**src/rtl/axi4l_pkg.sv**
```systemverilog
// Shared definitions for the AXI4-Lite register bank: response codes,
// write/read channel state encodings and a constant-width helper.
package axi4l_pkg;

    localparam logic [1:0] RESP_OKAY   = 2'b00;
    localparam logic [1:0] RESP_SLVERR = 2'b10;

    typedef enum logic [1:0] {
        W_IDLE,
        W_COMMIT,
        W_RESP
    } wstate_t;

    typedef enum logic {
        R_IDLE,
        R_RESP
    } rstate_t;

    function automatic int clog2(input int value);
        int r;
        r = 0;
        for (int v = value - 1; v > 0; v = v >> 1) begin
            r++;
        end
        return r;
    endfunction

endpackage

```
**src/rtl/axi4l_byte_reg.sv**
```systemverilog
// One DATA_W register with a per-register reset value, byte-strobed write
// enable, and a flop that pulses for one cycle after each committed write.
module axi4l_byte_reg
    import axi4l_pkg::*;
#(
    parameter int                DATA_W    = 32,
    parameter logic [DATA_W-1:0] RESET_VAL = '0
) (
    input  logic                aclk,
    input  logic                areset_n,
    input  logic                we,
    input  logic [DATA_W/8-1:0] wstrb,
    input  logic [DATA_W-1:0]   wdata,
    output logic [DATA_W-1:0]   q,
    output logic                wr_pulse
);

    localparam int NB = DATA_W / 8;

    always_ff @(posedge aclk) begin
        if (!areset_n) begin
            q        <= RESET_VAL;
            wr_pulse <= 1'b0;
        end else begin
            // The pulse fires even when no strobe bit is set.
            wr_pulse <= we;
            for (int k = 0; k < NB; k++) begin
                if (we && wstrb[k]) begin
                    q[k*8 +: 8] <= wdata[k*8 +: 8];
                end
            end
        end
    end

endmodule

```
**src/rtl/axi4l_reg_bank.sv**
```systemverilog
// AXI4-Lite leaf slave exposing NREGS read/write registers to fabric, with
// byte strobes, SLVERR on unmapped indices and a per-register write pulse.
module axi4l_reg_bank
    import axi4l_pkg::*;
#(
    parameter int                      NREGS     = 4,
    parameter int                      DATA_W    = 32,
    parameter int                      ADDR_W    = 5,
    parameter logic [NREGS*DATA_W-1:0] RESET_VAL = '0
) (
    input  logic                    aclk,
    input  logic                    areset_n,
    input  logic                    awvalid,
    output logic                    awready,
    input  logic [ADDR_W-1:0]       awaddr,
    input  logic [2:0]              awprot,
    input  logic                    wvalid,
    output logic                    wready,
    input  logic [DATA_W-1:0]       wdata,
    input  logic [DATA_W/8-1:0]     wstrb,
    output logic                    bvalid,
    input  logic                    bready,
    output logic [1:0]              bresp,
    input  logic                    arvalid,
    output logic                    arready,
    input  logic [ADDR_W-1:0]       araddr,
    input  logic [2:0]              arprot,
    output logic                    rvalid,
    input  logic                    rready,
    output logic [DATA_W-1:0]       rdata,
    output logic [1:0]              rresp,
    output logic [NREGS*DATA_W-1:0] regs_o,
    output logic [NREGS-1:0]        wr_pulse_o
);

    localparam int NB    = DATA_W / 8;
    localparam int LSB   = clog2(NB);
    localparam int IDX_W = ADDR_W - LSB;

    wstate_t w_state, w_next;
    rstate_t r_state, r_next;

    logic              aw_hs, w_hs, ar_hs;
    logic              aw_held, w_held;
    logic [IDX_W-1:0]  wr_idx_q;
    logic [DATA_W-1:0] wdata_q;
    logic [NB-1:0]     wstrb_q;
    logic              wr_mapped;
    logic [IDX_W-1:0]  rd_idx;
    logic              rd_mapped;
    logic [DATA_W-1:0] rd_val;
    logic [DATA_W-1:0] reg_q [NREGS];
    logic              unused_ok;

    assign unused_ok = ^{awprot, arprot, awaddr[LSB-1:0], araddr[LSB-1:0]};

    assign aw_hs     = awvalid && awready;
    assign w_hs      = wvalid && wready;
    assign ar_hs     = arvalid && arready;
    assign wr_mapped = int'(wr_idx_q) < NREGS;
    assign rd_idx    = araddr[ADDR_W-1:LSB];
    assign rd_mapped = int'(rd_idx) < NREGS;

    // Write channel: AW and W collect independently, then one commit cycle.
    always_comb begin
        w_next = w_state;
        case (w_state)
            W_IDLE:   if ((aw_held || aw_hs) && (w_held || w_hs)) w_next = W_COMMIT;
            W_COMMIT: w_next = W_RESP;
            W_RESP:   if (bready) w_next = W_IDLE;
            default:  w_next = W_IDLE;
        endcase
    end

    always_ff @(posedge aclk) begin
        if (!areset_n) begin
            w_state <= W_IDLE;
            awready <= 1'b1;
            wready  <= 1'b1;
            aw_held <= 1'b0;
            w_held  <= 1'b0;
            bvalid  <= 1'b0;
            bresp   <= RESP_OKAY;
        end else begin
            w_state <= w_next;
            if (aw_hs) begin
                awready <= 1'b0;
                aw_held <= 1'b1;
            end
            if (w_hs) begin
                wready <= 1'b0;
                w_held <= 1'b1;
            end
            if (w_state == W_COMMIT) begin
                aw_held <= 1'b0;
                w_held  <= 1'b0;
                bvalid  <= 1'b1;
                bresp   <= wr_mapped ? RESP_OKAY : RESP_SLVERR;
            end
            if (w_state == W_RESP && bready) begin
                bvalid  <= 1'b0;
                awready <= 1'b1;
                wready  <= 1'b1;
            end
        end
    end

    // Payload latches need no reset: the held flags gate every use of them.
    always_ff @(posedge aclk) begin
        if (aw_hs) wr_idx_q <= awaddr[ADDR_W-1:LSB];
        if (w_hs) begin
            wdata_q <= wdata;
            wstrb_q <= wstrb;
        end
    end

    // Read channel: data is captured at the AR edge, so a same-edge commit is not visible.
    always_comb begin
        r_next = r_state;
        case (r_state)
            R_IDLE:  if (ar_hs) r_next = R_RESP;
            R_RESP:  if (rready) r_next = R_IDLE;
            default: r_next = R_IDLE;
        endcase
    end

    always_comb begin
        rd_val = '0;
        for (int i = 0; i < NREGS; i++) begin
            if (int'(rd_idx) == i) rd_val = reg_q[i];
        end
    end

    always_ff @(posedge aclk) begin
        if (!areset_n) begin
            r_state <= R_IDLE;
            arready <= 1'b1;
            rvalid  <= 1'b0;
            rdata   <= '0;
            rresp   <= RESP_OKAY;
        end else begin
            r_state <= r_next;
            if (ar_hs) begin
                arready <= 1'b0;
                rvalid  <= 1'b1;
                rdata   <= rd_mapped ? rd_val : '0;
                rresp   <= rd_mapped ? RESP_OKAY : RESP_SLVERR;
            end
            if (r_state == R_RESP && rready) begin
                rvalid  <= 1'b0;
                arready <= 1'b1;
            end
        end
    end

    for (genvar i = 0; i < NREGS; i++) begin : g_reg
        axi4l_byte_reg #(
            .DATA_W    (DATA_W),
            .RESET_VAL (RESET_VAL[i*DATA_W +: DATA_W])
        ) u_reg (
            .aclk     (aclk),
            .areset_n (areset_n),
            .we       (w_state == W_COMMIT && wr_mapped && int'(wr_idx_q) == i),
            .wstrb    (wstrb_q),
            .wdata    (wdata_q),
            .q        (reg_q[i]),
            .wr_pulse (wr_pulse_o[i])
        );
        assign regs_o[i*DATA_W +: DATA_W] = reg_q[i];
    end

endmodule

```
**config.mk**
```make
export PLATFORM = sky130hd
export DESIGN_NAME = axi4l_reg_bank
export DESIGN_NICKNAME = d
export VERILOG_FILES = /design/src/rtl/axi4l_pkg.sv /design/src/rtl/axi4l_byte_reg.sv /design/src/rtl/axi4l_reg_bank.sv
export SDC_FILE = /design/constraint.sdc
export NUM_CORES = 1
export LEC_CHECK = 0
export ABC_AREA = 1
export CORE_ASPECT_RATIO = 0.9
export CORE_MARGIN = 4
export CORE_UTILIZATION = 54
export CTS_CLUSTER_SIZE = 20
export DETAILED_ROUTE_END_ITERATION = 10
export PLACE_DENSITY = 0.89
export SETUP_SLACK_MARGIN = 0.05
export SLEW_MARGIN = 20
export SYNTH_ARGS = -nofsm -noshare
export SYNTH_HDL_FRONTEND = slang
export SYNTH_HIERARCHICAL = 1
export SYNTH_SLANG_ARGS = --single-unit
```
**constraint.sdc**
```tcl
create_clock -name aclk -period 3.2 [get_ports aclk]
set_clock_uncertainty 0.15 [all_clocks]
set_input_delay 0.32 -clock aclk [delete_from_list [all_inputs] [get_ports aclk]]
set_output_delay 0.32 -clock aclk [all_outputs]
set_load 0.02 [all_outputs]
```
; ---- Word level (Yosys, flattened, before mapping)
; Cells that the tools add are included.
[totals]
inputBits = 59
register_bits = 217
word_cells = 98
output_inout_bits = 173
[op_classes]
n_eq_ne = 10
reduce_logical = 36
muxes = 13
bitwise = 2
magnitude_cmp = 2
[ops]
columns = cell, n
row1 = $mux W32, 5
row2 = $logic_and A1 B1 Y1, 27
row3 = $eq A3 B3 Y1 const B, 4
row4 = $mux W2, 4
row5 = $eq A3 B2 Y1 const B, 2
row6 = $logic_not A3 Y1, 2
row7 = $lt A3 B3 Y1 const B, 2
row8 = $pmux W2 S3, 1
row9 = $reduce_or A2 Y1, 3
row10 = $ne A2 B2 Y1 const B, 2
row11 = $eq A2 B1 Y1 const B, 1
row12 = $eq A2 B2 Y1 const B, 1
row13 = $logic_not A2 Y1, 1
row14 = $logic_or A1 B1 Y1, 2
row15 = $mux W1, 2
row16 = $not A1 Y1, 2
row17 = $pmux W1 S2, 1
row18 = $reduce_and A2 Y1, 1

; ---- Logic depth before layout (Yosys ltp)
[depth]
ltp_word = 6
mapped_depth = 11
mapped_depth_nobuf = 10

; ---- By module
; The synthesis kept the hierarchy.
[by_module_without_submodules]
columns = mod, area_each_um2, cells_each, seq_area_each_um2, n_inst
row1 = axi4l_byte_reg, 1337.5, 207, 660.6, 4
row2 = axi4l_reg_bank, 4180.3, 522, 2052.0, 1

; ---- Least setup slack after synthesis
; Ideal clock, no wire load.
[synth_path]
kind = flip-flop to flip-flop
start = reg w_state[0]
end = reg g_reg[0].u_reg.q[10]
period_less_slack_ns = 1.943
n_path_buf = 1
slack_ns = 1.257
path_stages_with_launch = 11
arrival_time_ns = 1.680
required_time_ns = 2.937
setup_ns = 0.113
cell_sequence = dfxtp_1 > inv_1 > nor2_1 > inv_1 > nor2_1 > inv_1 > nor3_1 > nand2_1 > buf_4 > nor2_1 > nor2_1
[synth_via]
elab_chain_cells = 4
[synth_rtl]
columns = element, line_no
row1 = from (decl), axi4l_reg_bank.sv:40  ; wstate_t w_state, w_next;
row2 = from (signal assigned), axi4l_reg_bank.sv:85  ; w_state <= w_next;
row3 = $eq A2 B1 Y1, axi4l_reg_bank.sv:163  ; .we (w_state == W_COMMIT && wr_mapped && int'(wr_idx_q) == i),
row4 = $logic_and A1 B1 Y1 (2 in a row), axi4l_reg_bank.sv:163
row5 = $logic_and A1 B1 Y1, axi4l_byte_reg.sv:28  ; if (we && wstrb[k]) begin
row6 = "to (signal, indexed assignment)", axi4l_byte_reg.sv:29  ; q[k*8 +: 8] <= wdata[k*8 +: 8];
row7 = to (decl), axi4l_byte_reg.sv:14  ; output logic [DATA_W-1:0] q,
; No other way between the ends.
; A chain may end at the register's enable or synchronous reset.

; ---- Final worst setup path
[layout_path]
start = reg w_state[0]
end = reg g_reg[0].u_reg.q[28]
; Same word-level chain as after synthesis.

==> impl_metrics.py <==
metrics = {
    "logic_synthesis": {
        "synth.top_cells.by_count": "nand2_1, nor2_1, dfxtp_1, inv_1, nand3_1",
        "synth.cell_area_sq_um": 9530,
        "synth.ff_latch_count": 215,
        "synth_enable_flop_cells": 39,
        "synth-adder-area-share": 0,
        "yosys_warnings": 6,
        "ys_types": 26,
        "yosysMostFrequentCell": "nand2_1",
        "synthCells": 1350,
        "yosys.area_share.xor_xnor": 0,
        "netlist_top_cells_area": "dfxtp_1, nand2_1, nor2_1",
        "yosysTopAreaCell": "dfxtp_1",
        "ys.flop_type": "dfxtp_1",
        "area_fraction_in_compound_gates_after_synthesis": 0.0494,
        "post_synth.cell_area_avg_sq_um": 7.06,
        "combinational_family_with_the_most_area_after_synthesis": "simple AND/OR/NAND/NOR gates",
        "synthSimpleGateAreaFrac": 0.354,
        "muxShareOfSynthArea": 0,
        "synth_top_area_share": 0.370,
        "synth-seq-area-share": 0.493,
        "fraction_of_registers_with_async_set_reset": 0,
    },
    "detailed_routing": {
        "drc": 0,
        "drt_iter0_markers": 797,
        "totalWireLength_um": 28100,
        "avgRoutedWirePerCell_um": 15.7,
        "drt_pre_antenna_iters": 6,
        "vias": 9029,
        "vias_per_cell": 5.05,
        "antenna_left": 0,
    },
    "timing": {
        "hold_violations": 0,
        "final.setup.tns_ns": 0,
        "tightestPinTransition_ns": 1.14,
        "timing.slew.headroom": 0.235,
        "fin_hold_ws_ns": 0.185,
        "timing.final.setup_violations": 0,
        "rsz0062_at_grt": "no",
        "fin_crit_ns": 2.60,
        "final.period_utilization": 0.811,
        "finalMaxSlewViolations": 0,
        "fmax_mhz": 385,
    },
    "global_routing": {
        "grt_pass1_vias": 8497,
        "first_pass_grt_wire_length_um": 44000,
        "grt_start_max_net_pins": 138,
        "grt_overflow": 0,
        "globalRouteTotalUtil": 0.274,
        "grt_antenna_before_repair": 0,
    },
    "clocking": {
        "cts_resized": 0,
        "post_cts_buffers": 0,
        "cts_tree": "yes",
        "clk_pin_slew_worst_paths_ns": 0.06,
        "h-tree-depth": 1,
        "cts-root-buf": "clkbuf_16",
        "clkLatencyLatePin_ns": 0.50,
        "cts_bufs_inserted": 22,
        "clock_tree.buffer_depth": 3,
        "cts.sink_count": 215,
        "cts-hold-fix-buffers": 0,
    },
    "layout": {
        "design.final.nets": 1597,
        "postLayoutCellArea_sq_um": 12400,
        "drive_above_1_share": 0.0508,
        "area_delta_synth_final_pct": 30.4,
        "antenna_cells": 0,
    },
    "placement": {
        "place_area_sq_um": 11700,
        "place.gp.congestion": 0.862,
        "place.detailed.hpwl_um": 18200,
        "port-buffer-count": 219,
    },
    "setup_path": {
        "critPathKind": "flop to flop",
        "buffer_and_inverter_count_on_the_worst_path": 4,
        "timing.critical_path.arrival_ns": 2.88,
        "required_ns": 3.48,
        "startpoint_type": "flop",
        "cp_slowest_cell": "dfxtp_1",
        "critical-path-top-delay-family": "simple AND/OR/NAND/NOR gates",
        "path_max_fanout": 16,
        "critical_path.endpoint_type": "flop",
        "crit_chain": "inv_1 -> nor2_1 -> inv_1 -> nor2_1 -> inv_1 -> nor3_1 -> buf_4 -> nand2_1 -> nand2_1 -> nand2_1 -> nor2_1",
        "timing.critical_path.slowest_cell_delay_ns": 0.34,
    },
    "outcome": {
        "status": "completed",
    },
    "pwr": {
        "pwr_density_cell_nw_per_um2": 473,
        "peakVddDrop_mv": 0.487,
        "total_power_mw": 5.88,
        "p_leak_nw": 5.88,
    },
    "floorplan": {
        "core-area_sq_um": 17100,
        "design.portCount": 232,
        "width_of_the_die_um": 148,
        "full_die_area_sq_um": 19800,
        "row_count": 45,
        "die_h_um": 134,
        "initial_core_util": 0.557,
    },
    "flow_run": {
        "maxCapViolations": 0,
    },
    "worst_hold_path": {
        "min_path_type": "primary input to flop",
    },
}
metrics by stage:
step                worst slack, ns  cells   util
floorplan                      1.26   1351      -
global placement              0.583   1749  0.685
detailed placement            0.504   1749  0.685
CTS                           0.625   1789  0.726
global route                  0.442   1789  0.726
finish                        0.604   1789  0.726
metal layers:
layer	vias up	global-route usage	routed length, um
met4	0	0.0703	523
li1	4467	-	-
met3	44	0.0622	2650
met5	-	0	0
met2	405	0.462	13400
met1	4113	0.359	11500
state kept, by name, summed over array words and instances (netlist names), 2 cells and up:
signal and cells:
wr_idx_q 3, g.u_reg/q 128, w_state 2, wdata_q 32, wstrb_q 4, rdata 32, g.u_reg/wr_pulse 4
final cells by class:
| class | instances | area, sq um |
|---|---|---|
| flip-flops and latches | 215 | 4690 |
| fillers | 1355 | 4690 |
| multi-input cells | 917 | 3850 |
| repair buffers | 235 | 2330 |
| clock buffers | 34 | 667 |
| inverters | 147 | 552 |
| well taps | 235 | 294 |
| clock inverters | 6 | 41.3 |
final timing paths:
path | startpoint | end | slack [ns] | depth (start not counted)
worst min register to register | rdata[12]$_SDFFE_PN0P_ | rdata[12]$_SDFFE_PN0P_ | 0.31 | 2
worst max register to register | w_state[0]$_SDFFE_PN0P_ | g_reg[0].u_reg/q[28]$_SDFFE_PN0P_ | 0.60 | 11
worst min-delay path | areset_n | rdata[7]$_SDFFE_PN0P_ | 0.19 | 3
worst max-delay path | w_state[0]$_SDFFE_PN0P_ | g_reg[0].u_reg/q[28]$_SDFFE_PN0P_ | 0.60 | 11
cell families (layout without fill, tap and decap cells):
family                 Yosys count  count (layout)
buffers and inverters          219             422
AOI/OAI and AO/OA               69              69
DFF                            215             215
and+or+nand+nor                846             846
other                            1               2
report_power, final:
group | switching, mW | internal, mW
clock | 1.05 | 1.44
sequential | 0.0637 | 2.84
combinational | 0.308 | 0.184
total | 1.42 | 4.46
cell usage in the layout (no fill, tap or decap):
cell	Yosys	final
clkbuf_1	15	6
buf_2	21	1
inv_1	143	142
o211ai_1	22	22
nor2_8	1	1
clkinv_8	0	1
o21ai_1	10	10
conb_1	1	2
clkinv_2	0	5
nand2_2	1	1
buf_4	34	15
clkbuf_16	0	23
o21a_1	1	1
nor2_4	1	1
o21ai_0	2	2
nor3_1	7	7
nor4_1	1	1
a21oi_1	16	16
clkdlybuf4s50_1	0	217
a21oi_2	18	18
edfxtp_1	39	39
nand3_1	54	54
nand2_4	1	1
clkbuf_8	0	5
dfxtp_1	176	176
nor2_1	331	331
nand3b_1	22	22
nand2_1	427	427
inv_2	3	5
buf_12	0	2
worst register-to-register path, stage by stage (launching register included):
cell     delay [ns]
dfxtp_1        0.34
inv_1          0.08
nor2_1         0.34
inv_1          0.11
nor2_1         0.17
inv_1          0.11
nor3_1         0.33
buf_4          0.22
nand2_1        0.33
nand2_1        0.18
nand2_1        0.07
nor2_1         0.11
(Power assumes the default switching activity.)
